## config.mk

```make
export PLATFORM = sky130hd
export DESIGN_NAME = point_move_ctrl
export DESIGN_NICKNAME = d
export VERILOG_FILES = /design/src/rtl/vga_pkg.sv /design/src/rtl/frame_tick_gen.sv /design/src/rtl/point_move_ctrl.sv
export SDC_FILE = /design/constraint.sdc
export NUM_CORES = 1
export LEC_CHECK = 0
export CAP_MARGIN = 5
export CORE_UTILIZATION = 58
export CTS_BUF_LIST = sky130_fd_sc_hd__clkbuf_4 sky130_fd_sc_hd__clkbuf_8
export CTS_CLUSTER_DIAMETER = 100
export DETAILED_ROUTE_END_ITERATION = 6
export PLACE_DENSITY = 0.82
export SLEW_MARGIN = 15
export SYNTH_ARGS = -nofsm -noshare
export SYNTH_HDL_FRONTEND = slang
export SYNTH_SLANG_ARGS = --single-unit
export TNS_END_PERCENT = 5
```

## constraint.sdc

```tcl
create_clock -name clk -period 4.3 [get_ports clk]
set_input_delay 0.645 -clock clk [delete_from_list [all_inputs] [get_ports clk]]
set_output_delay 0.645 -clock clk [all_outputs]
set_load 0.01 [all_outputs]
```

## src/rtl/vga_pkg.sv

```systemverilog
// Shared VGA geometry, direction/state enums and the per-axis range helper.
// Macro POINT_WRAP_EN selects wrap-around at the range bounds instead of clamping.
package vga_pkg;

  localparam int HOR_PIXELS = 800;
  localparam int VER_PIXELS = 600;
  localparam int POINT_SIZE = 8;

  typedef enum logic [1:0] {
    UP    = 2'd0,
    DOWN  = 2'd1,
    LEFT  = 2'd2,
    RIGHT = 2'd3
  } dir_t;

  typedef enum logic [1:0] {
    IDLE,
    PENDING,
    UPDATE
  } move_state_t;

  // Brings an 11-bit signed candidate position back into [lo, hi].
  function automatic logic [9:0] fit_axis(input logic signed [10:0] pos,
                                          input logic signed [10:0] lo,
                                          input logic signed [10:0] hi);
    logic [9:0] res;
    res = 10'(pos);
`ifdef POINT_WRAP_EN
    if (pos > hi)
      res = 10'(lo);
    else if (pos < lo)
      res = 10'(hi);
`else
    if (pos > hi)
      res = 10'(hi);
    else if (pos < lo)
      res = 10'(lo);
`endif
    return res;
  endfunction

endpackage

```

## src/rtl/frame_tick_gen.sv

```systemverilog
// Rising-edge detector on vblnk plus a frame divider; move_slot fires on the
// frame tick that closes each group of FRAME_DIV frames.
module frame_tick_gen #(
  parameter int FRAME_DIV = 2
) (
  input  logic clk,
  input  logic rst,
  input  logic vblnk,
  output logic move_slot
);

  localparam logic [7:0] LAST = 8'(FRAME_DIV - 1);

  logic       vblnk_reg;
  logic [7:0] frame_cnt_reg;
  logic       frame_tick;

  assign frame_tick = vblnk & ~vblnk_reg;
  assign move_slot  = frame_tick && (frame_cnt_reg == LAST);

  always_ff @(posedge clk) begin
    if (rst) begin
      vblnk_reg     <= 1'b0;
      frame_cnt_reg <= 8'd0;
    end else begin
      vblnk_reg <= vblnk;
      if (frame_tick)
        frame_cnt_reg <= (frame_cnt_reg == LAST) ? 8'd0 : frame_cnt_reg + 8'd1;
    end
  end

endmodule

```

## src/rtl/point_move_ctrl.sv

```systemverilog
// Buffers one move command and applies it to the point centre at the next
// move slot. Build with POINT_WRAP_EN to wrap at the bounds instead of clamping.
module point_move_ctrl
  import vga_pkg::*;
#(
  parameter logic [9:0] X_INIT    = 10'd600,
  parameter logic [9:0] Y_INIT    = 10'd300,
  parameter logic [9:0] STEP      = 10'd4,
  parameter int         FRAME_DIV = 2
) (
  input  logic       clk,
  input  logic       rst,
  input  logic       vblnk,
  input  logic       cmd_valid,
  input  logic [1:0] cmd_dir,
  output logic       cmd_ready,
  output logic [9:0] point_x,
  output logic [9:0] point_y,
  output logic       moved
);

  localparam logic signed [10:0] X_MIN = 11'(POINT_SIZE - 1);
  localparam logic signed [10:0] X_MAX = 11'(HOR_PIXELS - 1 - POINT_SIZE);
  localparam logic signed [10:0] Y_MIN = 11'(POINT_SIZE - 1);
  localparam logic signed [10:0] Y_MAX = 11'(VER_PIXELS - 1 - POINT_SIZE);

  move_state_t state_reg, state_next;
  dir_t        dir_reg;
  logic [9:0]  point_x_reg, point_y_reg;
  logic [9:0]  x_next, y_next;
  logic signed [10:0] x_sum, y_sum, step_s;
  logic        move_slot;

  frame_tick_gen #(
    .FRAME_DIV(FRAME_DIV)
  ) u_frame_tick_gen (
    .clk      (clk),
    .rst      (rst),
    .vblnk    (vblnk),
    .move_slot(move_slot)
  );

  assign point_x = point_x_reg;
  assign point_y = point_y_reg;

  always_comb begin
    state_next = state_reg;
    cmd_ready  = 1'b0;
    moved      = 1'b0;
    case (state_reg)
      IDLE: begin
        cmd_ready = 1'b1;
        if (cmd_valid)
          state_next = PENDING;
      end
      PENDING: begin
        // A slot seen while still IDLE never reaches here, so a command
        // accepted on a slot waits for the following one.
        if (move_slot)
          state_next = UPDATE;
      end
      UPDATE: begin
        moved      = 1'b1;
        state_next = IDLE;
      end
      default: state_next = IDLE;
    endcase
  end

  always_comb begin
    step_s = $signed({1'b0, STEP});
    x_sum  = $signed({1'b0, point_x_reg});
    y_sum  = $signed({1'b0, point_y_reg});
    case (dir_reg)
      UP:      y_sum = y_sum - step_s;
      DOWN:    y_sum = y_sum + step_s;
      LEFT:    x_sum = x_sum - step_s;
      RIGHT:   x_sum = x_sum + step_s;
      default: ;
    endcase
    x_next = fit_axis(x_sum, X_MIN, X_MAX);
    y_next = fit_axis(y_sum, Y_MIN, Y_MAX);
  end

  always_ff @(posedge clk) begin
    if (rst) begin
      state_reg   <= IDLE;
      dir_reg     <= UP;
      point_x_reg <= X_INIT;
      point_y_reg <= Y_INIT;
    end else begin
      state_reg <= state_next;
      if (cmd_valid && cmd_ready)
        dir_reg <= dir_t'(cmd_dir);
      if (state_reg == UPDATE) begin
        point_x_reg <= x_next;
        point_y_reg <= y_next;
      end
    end
  end

endmodule

```

* Yosys cells after proc, flatten, opt, wreduce, memory -nomap -nowiden
Index checks and enable logic that the tools add are counted. Widths: inputs -> output; s select.
Operators by class: add/subtract/negate cells 5, $lt $le $gt $ge 4, equality and inequality tests 8, mux-type cells 12, bitwise logic cells 2, reductions and logical operators 5
Operator list (count):
- $pmux 11 s2 | 2
- $mux 10 | 4
- $add 10x3->11 const B | 2
- $gt 11x11->1 const B | 2
- $lt 11x4->1 const B | 2
- $sub 10x3->11 const B | 2
- $add 8x1->8 const B | 1
- $eq 8x1->1 const B | 1
- $mux 8 | 1
- $eq 2x2->1 const B | 3
- $eq 2x1->1 const B | 2
- $logic_not 2->1 | 2
- $mux 2 | 2
- $ne 2x2->1 const B | 2
- $pmux 2 s2 | 1
- $logic_and 1x1->1 | 2
- $mux 1 | 2
- $reduce_and 2->1 | 1
- $and 1x1->1 | 1
- $not 1->1 | 1
Storage, ports and cells: register bits 33, bits of input ports 6, output and inout port bits 22, word-level logic and storage cells 42

* Logic depth before layout (Yosys ltp)
depth in word-level cells 5, gate-level depth with buffers 14, mapped depth without buffers 11

* Hierarchy
A second synthesis with hierarchy kept.
Unflattened totals: cell total of the unflattened synthesis 285, area total of the unflattened synthesis 2399.8 um^2
By module, submodules not included:
- point_move_ctrl | instances 1, cells an instance 238, area an instance 1970.6 um^2, sequential area each 440.4 um^2
- frame_tick_gen | instances 1, cells an instance 47, area an instance 429.2 um^2, sequential area each 180.2 um^2

* Worst setup path before layout
Ideal clock, no wire load.
path type register -> register, start register dir_reg[1], end register point_y_reg[5], in the netlist point_y[5], library setup time 122 ps, data arrival time 3039 ps, required time 4178 ps, setup slack 1139 ps, stages on the path, launching flop included 13, buffers on the path 2, clock period less this slack 3161 ps, cell sequence dfxtp_1 -> buf_2 -> inv_1 -> clkbuf_1 -> nand2_1 -> ha_1 -> o211ai_1 -> a21oi_1 -> o31a_1 -> a2111o_1 -> a2bb2oi_4 -> o31ai_2 -> a221o_1
Between the ends: longest elaborated chain between the ends 5, elaborated cells on any way between the ends 7, those cells by class order compare (2); eq/ne (1); mux (3); reduce/logical (1)
RTL lines:
- start, declared | RTL line point_move_ctrl.sv:28 | dir_t dir_reg;
- start signal, assigned | RTL line point_move_ctrl.sv:94 | dir_reg <= dir_t'(cmd_dir);
- $eq 2x1->1 / $logic_not 2->1 (equally long branches) | RTL line point_move_ctrl.sv:74 | case (dir_reg)
- $pmux 11 s2 (*) | RTL line point_move_ctrl.sv:74
- $lt 11x4->1 | RTL line vga_pkg.sv:36 | else if (pos < lo)
- $mux 10 | RTL line vga_pkg.sv:36
- $mux 10 (*) | RTL line vga_pkg.sv:34 | if (pos > hi)
- end signal, assigned | RTL line point_move_ctrl.sv:97 | point_y_reg <= y_next;
- end, declared | RTL line point_move_ctrl.sv:29 | logic [9:0] point_x_reg, point_y_reg;
Mark *: on every way between the ends. The rest lies on a longest branch, timed or not. A chain may end at the register's enable or synchronous reset.

* Final worst setup path
Same ends and word-level chain as after synthesis.

==> results.py <==
metrics = {
    "run_status": {
        "outcome": "complete, no violations",
    },
    "clock_tree": {
        "cts_hold_buf": 0,
        "ctsResizeCount": 0,
        "path_clk_slew_ps": 70,
        "cts_buffer_depth": 2,
        "htreeDepth": 2,
        "tritoncts": "built",
        "clk_latency_ps": 290,
        "cts.sinks": 31,
        "clock-root-buffer": "clkbuf_8",
        "postCtsSetupBuffers": 0,
        "numCtsBuffers": 5,
    },
    "worst_setup_path": {
        "worstPathArrival_ps": 3520,
        "cp_max_fo": 11,
        "regToRegSetupSlack_ps": 960,
        "r2r_cells": 11,
        "path_class": "flop to flop",
        "critical_path.endpoint_type": "flop",
        "r2r_start": "dir_reg[1]$_SDFFE_PP0P_",
        "r2r-end": "point_y[5]$_SDFFE_PP1P_",
        "crit_required_ps": 4470,
        "cp-start-kind": "flop",
    },
    "logic_synthesis": {
        "ys_types": 65,
        "syn_nets": 326,
        "avgSynthCellArea_um2": 8.033,
        "yosysTopAreaCell": "dfxtp_1",
        "yosys_warnings": 0,
        "yosysTopAreaCellShare_pct": 25.58,
        "synth_cells": 302,
        "async_flop_share_pct": 0,
        "yosys-top-cells-count": "36 x nor2_1, 31 x dfxtp_1, 19 x a21oi_1",
        "ys.flop_type": "dfxtp_1",
        "synth_area_um2": 2426,
        "yosysSeqAreaShare_pct": 25.58,
        "synth_most_common_cell": "nor2_1",
        "synth_area_leaders": "dfxtp_1 26%, ha_1 8.3%, nor2_1 5.6%",
        "synth-seq-cells": 31,
        "synth_edf_count": 0,
    },
    "power_and_ir_drop": {
        "power_density_nw_per_um2": 279.5,
        "power_leakage_nw": 1.143,
        "ir_worst_vdd_mv": 0.2748,
    },
    "timing": {
        "setup-tns-final_ps": 0,
        "worst_slack_ps": 956.3,
        "finalCritPeriodShare_pct": 77.76,
        "tightest_slew_ps": 753.4,
        "hold_violations": 0,
        "fin_crit_ps": 3344,
        "slew_headroom_pct": 49.77,
        "max_freq_ghz": 0.2991,
        "skew_ps": 6.530,
        "drv_slew": 0,
        "rsz0062_at_grt": "false",
        "final-setup-viol-count": 0,
    },
    "floorplanning": {
        "ios": 28,
        "die_h_um": 66.68,
        "die_width_um": 66.68,
        "core_um2": 4000,
        "rows": 23,
        "start_util_pct": 60.65,
        "dieArea_um2": 4446,
    },
    "global_route": {
        "grt_use_total_pct": 29.08,
        "grt_pass1_wl_um": 9811,
        "grt_pass1_vias": 2110,
        "grt_start_max_net_pins": 26,
        "antenna_found_initial": 0,
        "grt_overflow": 0,
    },
    "drt": {
        "firstDrtPassIters": 4,
        "ant_nets": 0,
        "via_per_inst": 6.324,
        "drcViolationCount": 0,
        "detail_route.wirelength_um": 5921,
        "num_vias": 2378,
        "wire_per_inst_um": 15.75,
        "drt_iter0_markers": 185,
    },
    "cells_and_area": {
        "multi_input_area_um2": 1679,
        "final_util_pct": 70.69,
        "antenna_cells": 0,
        "nNetsFinal": 349,
        "syn_to_final_growth_pct": 16.55,
        "fillers": 330,
        "layout-drive-gt1-share_pct": 8.589,
        "ff_latch_area_um2": 620.6,
    },
    "worst_hold_path": {
        "min_from": "point_x[8]$_SDFFE_PP0P_",
        "hold_depth": 2,
        "min_to": "point_x[8]$_SDFFE_PP0P_",
        "hp-class": "flop to flop",
    },
    "place": {
        "pre_cts_slack_ps": 1010,
        "hpwlAfterDp_um": 4354,
        "gp_congestion": 0.8804,
        "port_buffers": 27,
    },
    "flow_run": {
        "cap_violations": 0,
    },
}
==> cell usage in the layout (no fill, tap or decap), drive strengths merged, types with 9 or more instances in the layout <==
| cell | instances |
|---|---|
| nand3 | 9 |
| nor2 | 36 |
| nor3 | 12 |
| ha | 16 |
| a21oi | 19 |
| xor2 | 9 |
| nand2 | 15 |
| inv | 14 |
| dfxtp | 31 |
| o21ai | 12 |
| clkdlybuf4s50 | 27 |
==> stage by stage <==
step | hold WS (ps) | power (mW) | cell area (µm²) | instances
5_1_grt | 533.2 | 0.8241 | 2828 | 376
6_report | 500.9 | 0.7902 | 2828 | 376
4_1_cts | 498.4 | 0.7902 | 2828 | 376
2_1_floorplan | 448.2 | 0.4571 | 2426 | 302
3_3_place_gp | 467.9 | 0.4991 | 2715 | 368
3_5_place_dp | 487.2 | 0.5018 | 2715 | 368
==> critical path, cell delays in order (launching register included) <==
cell and delay, ps:
dfxtp_1 520, inv_1 100, nand2_1 260, inv_1 100
fa_1 430, nand2b_1 190, a21oi_1 280, o21ai_0 210
a2111o_1 460, a2bb2oi_4 210, o31ai_2 110, a221o_1 360
==> area by class of cell <==
cell class / count / share of cell area, %
clock buffer: 5 / 2.434
clock inverter: 3 / 1.549
inverter: 14 / 1.858
multi-input combinational: 242 / 59.38
sequential: 31 / 21.95
tap: 50 / 2.212
timing repair buffer: 31 / 10.62
==> layer usage <==
layer / vias to the layer above / global-route usage, % / part of all wire, %
met1: 1120 / 41.10 / 49
li1: 1168 / - / -
met5: - / 0 / 0
met4: 0 / 10.37 / 1.2
met3: 8 / 4.966 / 5.8
met2: 82 / 43.81 / 44
==> how the worst max path moves through the flow <==
| stage | from | to | slack, ps | cells after the start |
|---|---|---|---|---|
| final | dir_reg[1]$_SDFFE_PP0P_ | point_y[5]$_SDFFE_PP1P_ | 960 | 11 |
| after detailed placement | dir_reg[1]$_SDFFE_PP0P_ | point_y[5]$_SDFFE_PP1P_ | 1010 | 11 |
| after global placement | dir_reg[1]$_SDFFE_PP0P_ | point_y[5]$_SDFFE_PP1P_ | 1070 | 11 |
| after floorplan | dir_reg[1]$_SDFFE_PP0P_ | point_y[5]$_SDFFE_PP1P_ | 1140 | 12 |
| after global routing | dir_reg[1]$_SDFFE_PP0P_ | point_y[5]$_SDFFE_PP1P_ | 670 | 11 |
| after CTS | dir_reg[1]$_SDFFE_PP0P_ | point_y[5]$_SDFFE_PP1P_ | 1000 | 11 |
==> power by group <==
| group | internal [mW] | switching (mW) | leakage [nW] |
|---|---|---|---|
| sequential | 0.295 | 0.0114 | 0.252 |
| clock | 0.172 | 0.118 | 0.0581 |
| combinational | 0.0859 | 0.107 | 0.833 |
==> cells by family after synthesis <==
kind of cell             synth area share, %
AND/OR/NAND/NOR                        24.91
AO/OA/AOI/OAI                          26.10
flip-flops                             25.58
buffers and inverters                  5.208
adder cells (fa/ha/maj)                9.902
XOR/XNOR                               6.137
multiplexers                           2.166
No activity file was read; power rests on OpenSTA's default activity.
